<file path="src/rtl/serial_pattern_tx_pkg.sv">
// Shared definitions for the serial pattern transmitter: state encoding,
// default geometry and a counter-width helper.
package serial_pattern_tx_pkg;

  localparam int DEF_WIDTH = 8;
  localparam int DEF_GAP   = 2;
  localparam int DEF_REP_W = 4;

  typedef enum logic [1:0] {
    ST_IDLE  = 2'd0,
    ST_SHIFT = 2'd1,
    ST_GAP   = 2'd2,
    ST_DONE  = 2'd3
  } tx_state_t;

  // Width of a counter that runs 0..n-1; never narrower than one bit.
  function automatic int cnt_w(input int n);
    return (n <= 2) ? 1 : $clog2(n);
  endfunction

endpackage

</file>
<file path="src/rtl/serial_pattern_tx_if.sv">
// Handshake and serial-output bundle between a pattern source and the
// transmitter; master drives requests, slave drives the serial stream.
interface serial_pattern_tx_if
  import serial_pattern_tx_pkg::*;
#(
  parameter int WIDTH = DEF_WIDTH,
  parameter int REP_W = DEF_REP_W
);

  logic             start;
  logic [WIDTH-1:0] pattern;
  logic [REP_W-1:0] rep_cnt;
  logic             abort;
  logic             ready;
  logic             w;
  logic             w_valid;
  logic             done;

  modport master (
    output start, pattern, rep_cnt, abort,
    input  ready, w, w_valid, done
  );

  modport slave (
    input  start, pattern, rep_cnt, abort,
    output ready, w, w_valid, done
  );

endinterface

</file>
<file path="src/rtl/serial_pattern_tx_piso_shift_reg.sv">
// Parallel-in serial-out shift register; load has priority over shift and
// the MSB is the bit currently presented.
module piso_shift_reg #(
  parameter int WIDTH = 8
) (
  input  logic             clk,
  input  logic             reset,
  input  logic             load,
  input  logic             shift_en,
  input  logic [WIDTH-1:0] din,
  output logic             msb
);

  logic [WIDTH-1:0] shreg;

  always_ff @(posedge clk or posedge reset) begin
    if (reset) begin
      shreg <= '0;
    end else if (load) begin
      shreg <= din;
    end else if (shift_en) begin
      shreg <= {shreg[WIDTH-2:0], 1'b0};
    end
  end

  assign msb = shreg[WIDTH-1];

endmodule

</file>
<file path="src/rtl/serial_pattern_tx.sv">
// Serial pattern transmitter: accepts a pattern and repeat count, shifts it
// out MSB-first with an idle gap between repeats, then pulses done.
module serial_pattern_tx
  import serial_pattern_tx_pkg::*;
#(
  parameter int WIDTH = DEF_WIDTH,
  parameter int GAP   = DEF_GAP,
  parameter int REP_W = DEF_REP_W
) (
  input  logic                clk,
  input  logic                reset,
  serial_pattern_tx_if.slave  bus
);

  localparam int BIT_W  = cnt_w(WIDTH);
  localparam int GAP_W  = cnt_w(GAP);
  localparam bit NO_GAP = (GAP == 0);
  localparam logic [BIT_W-1:0] BIT_LAST = BIT_W'(WIDTH - 1);
  localparam logic [GAP_W-1:0] GAP_LAST = GAP_W'((GAP == 0) ? 0 : GAP - 1);

  tx_state_t        state;
  logic [WIDTH-1:0] pat_q;
  logic [REP_W-1:0] rep_left;
  logic [BIT_W-1:0] bit_cnt;
  logic [GAP_W-1:0] gap_cnt;
  logic             ready_q;
  logic             w_valid_q;
  logic             done_q;

  logic             accept;
  logic             last_bit;
  logic             more;
  logic             gap_last;
  logic             kill;
  logic             sh_load;
  logic             sh_shift;
  logic             sh_msb;
  logic [WIDTH-1:0] sh_din;

  assign accept   = (state == ST_IDLE) && bus.start;
  assign last_bit = (state == ST_SHIFT) && (bit_cnt == BIT_LAST);
  assign more     = rep_left > REP_W'(1);
  assign gap_last = (state == ST_GAP) && (gap_cnt == GAP_LAST);
  assign kill     = bus.abort && ((state == ST_SHIFT) || (state == ST_GAP));

  // The shift register loads straight from the bus on accept, otherwise it
  // reloads from the latched copy so later bus changes cannot leak in.
  assign sh_din   = accept ? bus.pattern : pat_q;
  assign sh_load  = (accept && (bus.rep_cnt != '0)) ||
                    (!kill && ((last_bit && more && NO_GAP) || gap_last));
  assign sh_shift = (state == ST_SHIFT) && !kill && !last_bit;

  piso_shift_reg #(.WIDTH(WIDTH)) u_piso (
    .clk      (clk),
    .reset    (reset),
    .load     (sh_load),
    .shift_en (sh_shift),
    .din      (sh_din),
    .msb      (sh_msb)
  );

  // NOTE: all state and output flops use non-blocking assignments so every
  // register samples the pre-edge values of its neighbours.
  always_ff @(posedge clk or posedge reset) begin
    if (reset) begin
      state     <= ST_IDLE;
      pat_q     <= '0;
      rep_left  <= '0;
      bit_cnt   <= '0;
      gap_cnt   <= '0;
      ready_q   <= 1'b1;
      w_valid_q <= 1'b0;
      done_q    <= 1'b0;
    end else begin
      done_q <= 1'b0;
      case (state)
        ST_IDLE: begin
          if (bus.start) begin
            pat_q    <= bus.pattern;
            rep_left <= bus.rep_cnt;
            bit_cnt  <= '0;
            gap_cnt  <= '0;
            ready_q  <= 1'b0;
            if (bus.rep_cnt == '0) begin
              state  <= ST_DONE;
              done_q <= 1'b1;
            end else begin
              state     <= ST_SHIFT;
              w_valid_q <= 1'b1;
            end
          end
        end
        ST_SHIFT: begin
          if (bus.abort) begin
            state     <= ST_IDLE;
            w_valid_q <= 1'b0;
            ready_q   <= 1'b1;
          end else if (bit_cnt == BIT_LAST) begin
            bit_cnt <= '0;
            if (rep_left != '0) rep_left <= rep_left - REP_W'(1);
            if (!more) begin
              state     <= ST_DONE;
              done_q    <= 1'b1;
              w_valid_q <= 1'b0;
            end else if (!NO_GAP) begin
              state     <= ST_GAP;
              gap_cnt   <= '0;
              w_valid_q <= 1'b0;
            end
          end else begin
            bit_cnt <= bit_cnt + BIT_W'(1);
          end
        end
        ST_GAP: begin
          if (bus.abort) begin
            state   <= ST_IDLE;
            ready_q <= 1'b1;
          end else if (gap_cnt == GAP_LAST) begin
            state     <= ST_SHIFT;
            gap_cnt   <= '0;
            w_valid_q <= 1'b1;
          end else begin
            gap_cnt <= gap_cnt + GAP_W'(1);
          end
        end
        ST_DONE: begin
          state   <= ST_IDLE;
          ready_q <= 1'b1;
        end
        default: begin
          state     <= ST_IDLE;
          ready_q   <= 1'b1;
          w_valid_q <= 1'b0;
        end
      endcase
    end
  end

  assign bus.ready   = ready_q;
  assign bus.w_valid = w_valid_q;
  assign bus.w       = sh_msb & w_valid_q;
  assign bus.done    = done_q;

endmodule

</file>
<file path="src/flat_wrapper.sv">
// flat-port wrapper written by rule: the top's interface ports become plain ports
module serial_pattern_tx_flat import serial_pattern_tx_pkg::*;
#(
  parameter int WIDTH = DEF_WIDTH,
  parameter int GAP   = DEF_GAP,
  parameter int REP_W = DEF_REP_W
)
  (clk, reset, bus_start, bus_pattern, bus_rep_cnt, bus_abort, bus_ready, bus_w, bus_w_valid, bus_done);
  serial_pattern_tx_if #(.WIDTH(WIDTH), .REP_W(REP_W)) bus_i ();
  input  logic clk;
  input  logic reset;
  input wire logic [$bits(bus_i.start)-1:0] bus_start;
  input wire logic [$bits(bus_i.pattern)-1:0] bus_pattern;
  input wire logic [$bits(bus_i.rep_cnt)-1:0] bus_rep_cnt;
  input wire logic [$bits(bus_i.abort)-1:0] bus_abort;
  output wire logic [$bits(bus_i.ready)-1:0] bus_ready;
  output wire logic [$bits(bus_i.w)-1:0] bus_w;
  output wire logic [$bits(bus_i.w_valid)-1:0] bus_w_valid;
  output wire logic [$bits(bus_i.done)-1:0] bus_done;
  assign bus_i.start = bus_start;
  assign bus_i.pattern = bus_pattern;
  assign bus_i.rep_cnt = bus_rep_cnt;
  assign bus_i.abort = bus_abort;
  assign bus_ready = bus_i.ready;
  assign bus_w = bus_i.w;
  assign bus_w_valid = bus_i.w_valid;
  assign bus_done = bus_i.done;
  serial_pattern_tx #(.WIDTH(WIDTH), .GAP(GAP), .REP_W(REP_W)) u_core (.clk(clk), .reset(reset), .bus(bus_i));
endmodule
</file>
<file path="config.mk">
export PLATFORM = sky130hd
export DESIGN_NAME = serial_pattern_tx_flat
export DESIGN_NICKNAME = d
export VERILOG_FILES = /design/src/rtl/serial_pattern_tx_pkg.sv /design/src/rtl/serial_pattern_tx_if.sv /design/src/rtl/serial_pattern_tx_piso_shift_reg.sv /design/src/rtl/serial_pattern_tx.sv /design/src/flat_wrapper.sv
export SDC_FILE = /design/constraint.sdc
export NUM_CORES = 1
export LEC_CHECK = 0
export ABC_CLOCK_PERIOD_IN_PS = 2050
export CAP_MARGIN = 20
export CORE_ASPECT_RATIO = 0.7
export CORE_MARGIN = 3
export CORE_UTILIZATION = 35
export CTS_CLUSTER_SIZE = 8
export DETAILED_ROUTE_END_ITERATION = 12
export PLACE_DENSITY = 0.67
export SKIP_CTS_REPAIR_TIMING = 1
export SLEW_MARGIN = 5
export SYNTH_ARGS = -nofsm -noshare
export SYNTH_HDL_FRONTEND = slang
export SYNTH_HIERARCHICAL = 1
export SYNTH_SLANG_ARGS = --single-unit
</file>
<file path="constraint.sdc">
create_clock -name clk -period 2.05 [get_ports clk]
set_clock_uncertainty 0.15 [all_clocks]
set_input_delay 0.615 -clock clk [delete_from_list [all_inputs] [get_ports clk]]
set_output_delay 0.615 -clock clk [all_outputs]
set_load 0.02 [all_outputs]
</file>
==> flow_summary.toml, run 1 <==
[routing]
antenna_violating_nets_post_route = 0
route.final.wire_length_um = 3940
routedWlPerCell_um = 15.4
vias = 1357
route.detailed.vias_per_inst = 5.32
detail_route.drc_violations = 0
initialDrtViolationCount = 94
total_iterations_of_the_first_detailed_routing_run = 4

[clock_tree]
clkSlewWorstSetupHoldPaths_ns = 0.06
root_buffer_master = "clkbuf_8"
tritoncts_num_sinks = 29
cts.htree.levels = 2
worstSkewPairLatency_ns = 0.28
numCtsBuffers = 5
tritoncts = "done"
ctsLongestPathBuffers = 2

[timing]
period_share_pct = 101
max_freq_mhz = 484
slew-limit-headroom_pct = 75.3
post-route-worst-setup-slack_ns = -0.0142
hold_viol_final = 0
setup_repair_after_global_routing_missed_its_margin = "yes"
tightest_slew_ns = 0.369
report.final.setup_viol = 1
final_number_of_max_transition_violations = 0
setup_total_negative_slack_ns = -0.0142
final.min_clock_period_ns = 2.06

[power]
worst_vdd_rail_ir_drop_mv = 0.693
leakage_nw = 1.03
pwr_density_cell_nw_per_um2 = 1520

[logic_synthesis]
synth_instances = 155
netlist-cell-type-count = 38
syn-num-nets = 180
synth_top_flop_cell = "dfrtp_1"
yosys_register_bits = 29
synthesis.yosys.warnings = 6
netlist_area_um2 = 1590
async_reset_ff_share_pct = 100
synth_enable_flop_cells = 0
ys_seq_area_share_pct = 45.8
mean_instance_size_in_the_synthesized_netlist_um2 = 10.2

[critical_path]
worst-r2r-setup-slack_ns = -0.01
worstSetupEndpointType = "flop"
worstReg2RegEnd = "u_core/bus.w_valid"
worstSetupStartpointType = "flop"
critical_path_class = "reg2reg"
timing.critical_path.arrival_ns = 2.07
worst_r2r_startpoint = "u_core/state[0]"
rr_worst_depth = 6
critPathRequiredTime_ns = 2.06
critical_path.max_fanout = 4
crit_start = "u_core/state[0]"

[finish]
layout_commonest_cell = "dfrtp_1"
area_growth_syn_to_layout_pct = 37.3
drive_above_1_share_pct = 24.6
fin_util_pct = 52.7
num_antenna_cells = 0
final_cell_mix = "dfrtp_1, buf_4, nand2_1"
final_nets = 227

[floorplanning]
io_pins = 20
placeable_area_um2 = 4140
dieArea_um2 = 5390
dieHeight_um = 62.4
die-width_um = 86.5
initial_utilization_pct = 38.4
std_cell_rows = 19

[global_route]
first_global_vias = 1341
gr_overflow_total = 0
pin_count_of_the_biggest_net_entering_global_routing = 16
global_route.usage.total_pct = 15.1
grt_pass1_wl_um = 6460
grt_antenna_before_repair = 0

[worst_hold_path]
holdPathEnd = "u_core/pat_q[2]"
hold_crit_start = "u_core/pat_q[2]"
whs_path_depth = 1
worstHoldPathType = "reg2reg"

[placed_design]
routabilityCongestion = 0.827
port-buffer-count = 19
preCtsSetupSlack_ns = -0.399
hpwl_dp_um = 2810

[outcome]
violations = "negative setup slack"
result_of_the_run = "finished with violations"

[job]
cap_viol_max_count = 0
[power by group]
part	internal (mW)	switching, mW	total, mW
registers	0.852	0.153	1.00
logic	0.824	0.870	1.69
clock network	0.396	0.223	0.619
[per-stage QoR]
| stage | hold WS (ns) | total power, mW | instances | area (um2) |
|---|---|---|---|---|
| after floorplan | 0.281 | 2.04 | 155 | 1590 |
| after global placement | 0.328 | 2.53 | 242 | 1990 |
| after detailed placement | 0.337 | 2.60 | 242 | 1990 |
| after CTS | 0.352 | 3.24 | 250 | 2110 |
| after global routing | 0.360 | 3.58 | 255 | 2180 |
| final | 0.351 | 3.32 | 255 | 2180 |
[cells by family (layout without fill, tap and decap cells)]
family          count (synthesis)  after routing  synth area share (%)
simple gates                   45             45                  14.3
fa+ha+maj                       9              9                  7.09
compound gates                 39             39                  15.7
buf+inv                        14             62                  4.33
mux                            19             19                  12.8
flops                          29             29                  45.8
[critical path, stage by stage (launching register included)]
cell	delay, ns
dfrtp_1	0.40
inv_2	0.07
ha_1	0.22
or2b_4	0.21
o21ai_2	0.06
or4b_1	0.51
mux2_1	0.32
[flip-flops by register name (all words and copies together), names as in the netlist]
signal,count
u_core/pat_q,8
u_core/u_piso/shreg,8
u_core/rep_left,4
u_core/bit_cnt,3
u_core/state,2
u_core/bus.done,1
u_core/bus.ready,1
u_core/bus.w_valid,1
u_core/gap_cnt,1
[cell type report]
type / count / area (um2)
fill: 362 / 1960
multi-input combinational: 112 / 811
sequential: 29 / 727
timing repair buffer: 45 / 427
clock buffer: 7 / 86.3
tap: 52 / 65.1
inverter: 9 / 33.8
clock inverter: 1 / 30.0
[worst max path at each step]
| stage | end | slack, ns |
|---|---|---|
| finish | u_core/bus.w_valid | -0.01 |
| floorplan | u_core/u_piso/shreg[1] | 0.002 |
| CTS | bus_ready | -0.13 |
| global placement | u_core/bus.w_valid | -0.34 |
| global route | u_core/bus.w_valid | -0.08 |
| detailed placement | u_core/bus.w_valid | -0.40 |
[routing by layer]
| layer | share of wire [%] | wire [um] | global-route usage, % |
|---|---|---|---|
| met1 | 44 | 1750 | 20.3 |
| met2 | 48 | 1880 | 23.2 |
| met3 | 6.3 | 248 | 4.49 |
| met4 | 1.5 | 59 | 5.25 |
| met5 | 0 | 0 | 0 |
[cell usage after synthesis (3+ instances only)]
master | instances | share of area [%]
ha_1 | 9 | 7.1
a21oi_1 | 5 | 1.6
nor2_1 | 4 | 0.95
o21ai_1 | 7 | 2.2
mux2_2 | 8 | 5.7
nand2_1 | 17 | 4.0
mux2i_1 | 9 | 5.7
nor3_1 | 3 | 0.95
nand2b_1 | 4 | 1.6
o21ai_0 | 8 | 2.5
inv_1 | 9 | 2.1
a31oi_1 | 6 | 2.4
and3_1 | 3 | 1.2
nand3_1 | 5 | 1.6
dfrtp_1 | 28 | 44
Note: power is estimated with default switching activity, not from simulation.
==> run 2: changes to the inputs <==
Settings changed: ABC_CLOCK_PERIOD_IN_PS 2050 to 1950, CORE_UTILIZATION 35 to 54, PLACE_DENSITY 0.67 to 0.88.
Clock period 2.05 ns to 1.95 ns, I/O delays scaled along.
==> run 2 against run 1 <==
  * The run still ends with negative setup slack left
  * Design area rose by 2.5%
  * Combinational power rose by 26%
  * Worst setup slack got worse by 0.12 ns
  * Non-clock buffer count rose by 4
  * Maximum frequency fell by 1.1%
  * Hold slack got worse by 0.0018 ns
  * Power rose by 11%
  * Sequential power rose by 8%
  * Wire length rose by 27%
  * Final cell count fell by 5.5%
  * Largest cell class unchanged
  * Global-route usage rose by 12 points
==> flow_summary.toml, run 2 (synthesis gave the netlist of run 1 again) <==
[critical_path]
critical_path_depth = 6
worstSetupEndpointType = "flop"
crit_start = "u_core/state[0]"
worstReg2RegEnd = "u_core/bus.w_valid"
worst-r2r-setup-slack_ns = -0.14
worst_path_largest_cell_delay_ns = 0.53
worstPathBufferInverterCount = 1
critPathRequiredTime_ns = 1.96
cell_family_with_most_cp_delay = "simple AND/OR/NAND/NOR gates"
timing.critical_path.arrival_ns = 2.10
worstSetupStartpointType = "flop"
crit_path_cell_trace = "inv_2, ha_4, or2b_4, o21ai_2, or4b_4, mux2_4"
critPathSlowestCell = "or4b_4"
critical_path.max_fanout = 4
rr_worst_depth = 6
critical_path_class = "reg2reg"
crit_path_end = "u_core/bus.w_valid"
worst_r2r_startpoint = "u_core/state[0]"

[timing]
setup_repair_after_global_routing_missed_its_margin = "yes"
slew-limit-headroom_pct = 72.3
hold_viol_final = 0
max_freq_mhz = 479
report.final.setup_viol = 1
final.min_clock_period_ns = 2.09
tightest_slew_ns = 0.413
period_share_pct = 107
post-route-worst-setup-slack_ns = -0.136
final_number_of_max_transition_violations = 0

[routing]
route.detailed.vias_per_inst = 6.41
route.final.wire_length_um = 4990
detail_route.drc_violations = 0
initialDrtViolationCount = 101
total_iterations_of_the_first_detailed_routing_run = 5
routedWlPerCell_um = 20.7
vias = 1546
antenna_violating_nets_post_route = 0

[clock_tree]
ctsLongestPathBuffers = 2
numCtsBuffers = 5
clkSlewWorstSetupHoldPaths_ns = 0.06
cts.htree.levels = 2
tritoncts_num_sinks = 29
root_buffer_master = "clkbuf_8"
worstSkewPairLatency_ns = 0.28
tritoncts = "done"

[power]
worst_vdd_rail_ir_drop_mv = 1.05
leakage_nw = 1.08
pwr_density_cell_nw_per_um2 = 1650

[placed_design]
placed_cell_area_um2 = 2010
routabilityCongestion = 0.903
port-buffer-count = 19
hpwl_dp_um = 3250
dpl.cell_count = 230

[outcome]
violations = "negative setup slack"
result_of_the_run = "finished with violations"

[finish]
final_cell_mix = "dfrtp_1, buf_4, nand2_1"
fin_util_pct = 85.0
final_nets = 231
area_growth_syn_to_layout_pct = 40.7
num_antenna_cells = 0
layout.cells.non_filler = 241
layout_commonest_cell = "dfrtp_1"
drive_above_1_share_pct = 32.4
top_regs = "u_core/pat_q (8), u_core/u_piso/shreg (8), u_core/rep_left (4)"
fin_area_um2 = 2230

[floorplanning]
dieHeight_um = 51.4
die-width_um = 70.8
std_cell_rows = 15
io_pins = 20
initial_utilization_pct = 60.4
placeable_area_um2 = 2630
dieArea_um2 = 3640

[global_route]
grt_pass1_wl_um = 7270
first_global_vias = 1474
pin_count_of_the_biggest_net_entering_global_routing = 22
grt_antenna_before_repair = 0
global_route.usage.total_pct = 27.1
gr_overflow_total = 0

[job]
cap_viol_max_count = 0

[worst_hold_path]
worstHoldPathType = "reg2reg"
run 2: report_power, final:
part           internal (mW)  leakage [nW]  switching [mW]
Sequential             0.896         0.353           0.187
Clock                  0.246        0.0450           0.219
Combinational           1.02         0.681            1.11
run 2: worst register-to-register path: cells and delay by family (launching register included):
family	cells	cell delay, ns
compound gates	1	0.07
flops	1	0.43
simple gates	2	0.74
mux	1	0.31
buf+inv	1	0.11
fa+ha+maj	1	0.17
run 2: worst min-delay path by stage:
stage	startpoint	cells after the start	end
2_1_floorplan	reset	1	u_core/u_piso/shreg[0]
3_3_place_gp	u_core/pat_q[2]	1	u_core/pat_q[2]
3_5_place_dp	u_core/pat_q[2]	1	u_core/pat_q[2]
4_1_cts	u_core/pat_q[2]	1	u_core/pat_q[2]
5_1_grt	u_core/pat_q[3]	1	u_core/pat_q[3]
6_report	u_core/pat_q[2]	1	u_core/pat_q[2]
run 2: cell type report:
type	instances	area (um2)
clock inverter	2	10.0
fill	121	393
tap	34	42.5
inverter	9	33.8
timing repair buffer	49	453
sequential	29	727
clock buffer	6	72.6
multi-input combinational	112	896
run 2: per-layer routing:
metal,vias up,part of all wire (%),track usage (%)
met3,28,9.5,8.25
met4,0,4.2,10.6
met1,752,40,34.2
met5,-,0,0
met2,109,46,44.0
li1,657,-,-
run 2: stage by stage:
stage | TNS [ns] | power (mW) | setup slack (ns) | hold slack (ns)
floorplan | -0.0203 | 2.20 | -0.0203 | 0.251
global placement | -5.03 | 2.72 | -0.431 | 0.331
detailed placement | -6.45 | 2.88 | -0.475 | 0.338
CTS | -1.45 | 3.38 | -0.213 | 0.352
global route | -0.353 | 3.90 | -0.176 | 0.360
finish | -0.136 | 3.68 | -0.136 | 0.350
==> run 3: changes to the inputs <==
Settings changed: CELL_PAD_IN_SITES_DETAIL_PLACEMENT set to 1, CELL_PAD_IN_SITES_GLOBAL_PLACEMENT set to 1, CORE_UTILIZATION 54 to 42, PLACE_DENSITY 0.88 to 0.87, RECOVER_POWER set to 50.
==> run 3 against run 2 <==
  * The flow still finishes with violations (negative setup slack)
  * Critical path depth is the same
  * Final cell count grew 7.5%
  * Largest cell class unchanged
  * First-iteration DRC count shrank 0.99%
  * Sequential share of layout area shrank 0.61 points
  * Clock power grew 3%
  * Critical path type unchanged
==> flow_summary.toml, run 3 (synthesis gave the netlist of run 1 again) <==
[outcome]
result_of_the_run = "finished with violations"
violations = "negative setup slack"

[floorplanning]
dieArea_um2 = 4570
dieHeight_um = 57.4
initial_utilization_pct = 44.3
die-width_um = 79.5
placeable_area_um2 = 3580
io_pins = 20
std_cell_rows = 18

[power]
total_power_mw = 3.81
cellInternalPower_mw = 2.20
power_frac_seq_pct = 28.8
leakage_nw = 1.10
power.clock.fraction_pct = 12.5
worst_vdd_rail_ir_drop_mv = 0.802
pwr_density_cell_nw_per_um2 = 1670
switching_share_pct = 42.2
relative_contribution_of_combinational_cells_to_total_power_pct = 58.6
power.net_switching_mw = 1.61

[worst_hold_path]
worstHoldPathType = "reg2reg"
hold_crit_start = "u_core/rep_left[0]"

[finish]
fillCellCount = 379
layout_commonest_cell = "dfrtp_1"
multi_input_area_um2 = 887
num_antenna_cells = 0
drive_above_1_share_pct = 33.5
top_regs = "u_core/pat_q (8), u_core/u_piso/shreg (8), u_core/rep_left (4)"
final_nets = 233
final_cell_mix = "dfrtp_1, buf_4, nand2_1"
sequential_cell_area_um2 = 727
area_growth_syn_to_layout_pct = 43.4

[routing]
route.final.wire_length_um = 5800
detail_route.drc_violations = 0
total_iterations_of_the_first_detailed_routing_run = 4
antenna_violating_nets_post_route = 0
route.detailed.vias_per_inst = 5.77
routedWlPerCell_um = 22.4
vias = 1494
initialDrtViolationCount = 100

[timing]
hold_ws_ns = 0.347
tightest_slew_ns = 0.562
post-route-worst-setup-slack_ns = -0.0612
hold_viol_final = 0
max_freq_mhz = 497
report.final.setup_viol = 1
slew-limit-headroom_pct = 62.5
setup_repair_after_global_routing_missed_its_margin = "yes"
final.min_clock_period_ns = 2.01
period_share_pct = 103
final_number_of_max_transition_violations = 0

[clock_tree]
root_buffer_master = "clkbuf_8"
cts.htree.levels = 2
worstSkewPairLatency_ns = 0.28
tritoncts_num_sinks = 29
clkSlewWorstSetupHoldPaths_ns = 0.07
numCtsBuffers = 5
ctsLongestPathBuffers = 2
tritoncts = "done"

[global_route]
pin_count_of_the_biggest_net_entering_global_routing = 22
global_route.usage.total_pct = 23.8
first_global_vias = 1617
grt_pass1_wl_um = 8260
grt_antenna_before_repair = 0
gr_overflow_total = 0

[critical_path]
timing.critical_path.arrival_ns = 2.03
critPathRequiredTime_ns = 1.96
worst_r2r_startpoint = "u_core/state[0]"
critical_path_class = "reg2reg"
crit_start = "u_core/state[0]"
critical_path.max_fanout = 3
worstSetupEndpointType = "flop"
worstSetupStartpointType = "flop"

[placed_design]
port-buffer-count = 19
routabilityCongestion = 0.819
hpwl_dp_um = 3550

[job]
cap_viol_max_count = 0
run 3: cell type report:
class,instances,area share (%)
well taps,50,2.75
repair buffers,51,21.3
clock inverters,2,0.440
flip-flops and latches,29,31.9
multi-input cells,112,39.0
inverters,9,1.48
clock buffers,6,3.19
run 3: through the flow:
stage | cell area, um2 | setup TNS (ns) | util [%] | cells | worst slack [ns]
floorplan | 1610 | -0.0203 | - | 155 | -0.0203
global placement | 2030 | -4.66 | 56.8 | 245 | -0.425
detailed placement | 2030 | -6.15 | 56.8 | 245 | -0.484
CTS | 2120 | -1.65 | 59.1 | 253 | -0.267
global route | 2280 | -0.182 | 63.6 | 259 | -0.0859
finish | 2280 | -0.0612 | 63.6 | 259 | -0.0612
run 3: worst max-delay path: stages (launching register included):
cell and delay (ns):
dfrtp_1 0.40, inv_2 0.09, ha_4 0.17, or2b_4 0.20
o21ai_2 0.06, or4b_4 0.52, mux2_4 0.31
run 3: worst paths after layout:
check                                         end  depth (start not counted)  slack, ns
max                            u_core/bus.w_valid                          6      -0.06
min                            u_core/rep_left[0]                          1       0.35
max reg2reg                    u_core/bus.w_valid                          6      -0.06
min reg2reg                    u_core/rep_left[0]                          1       0.35
max in group asynchronous         u_core/pat_q[0]                          3       0.50
min in group asynchronous  u_core/u_piso/shreg[5]                          2       0.59
run 3: power by group through the flow:
stage	clock [mW]	combinational (mW)	sequential, mW
after floorplan	0	1.15	1.05
after global placement	0	1.72	1.05
after detailed placement	0	1.84	1.08
after CTS	0.487	1.88	1.08
after global routing	0.517	2.39	1.12
final	0.478	2.24	1.10
run 3: metal layers:
layer / up-vias / GRT usage [%] / wire [um]
li1: 662 / - / -
met5: - / 0 / 0
met2: 67 / 39.8 / 2910
met4: 0 / 11.8 / 225
met3: 22 / 5.21 / 297
met1: 743 / 29.2 / 2370
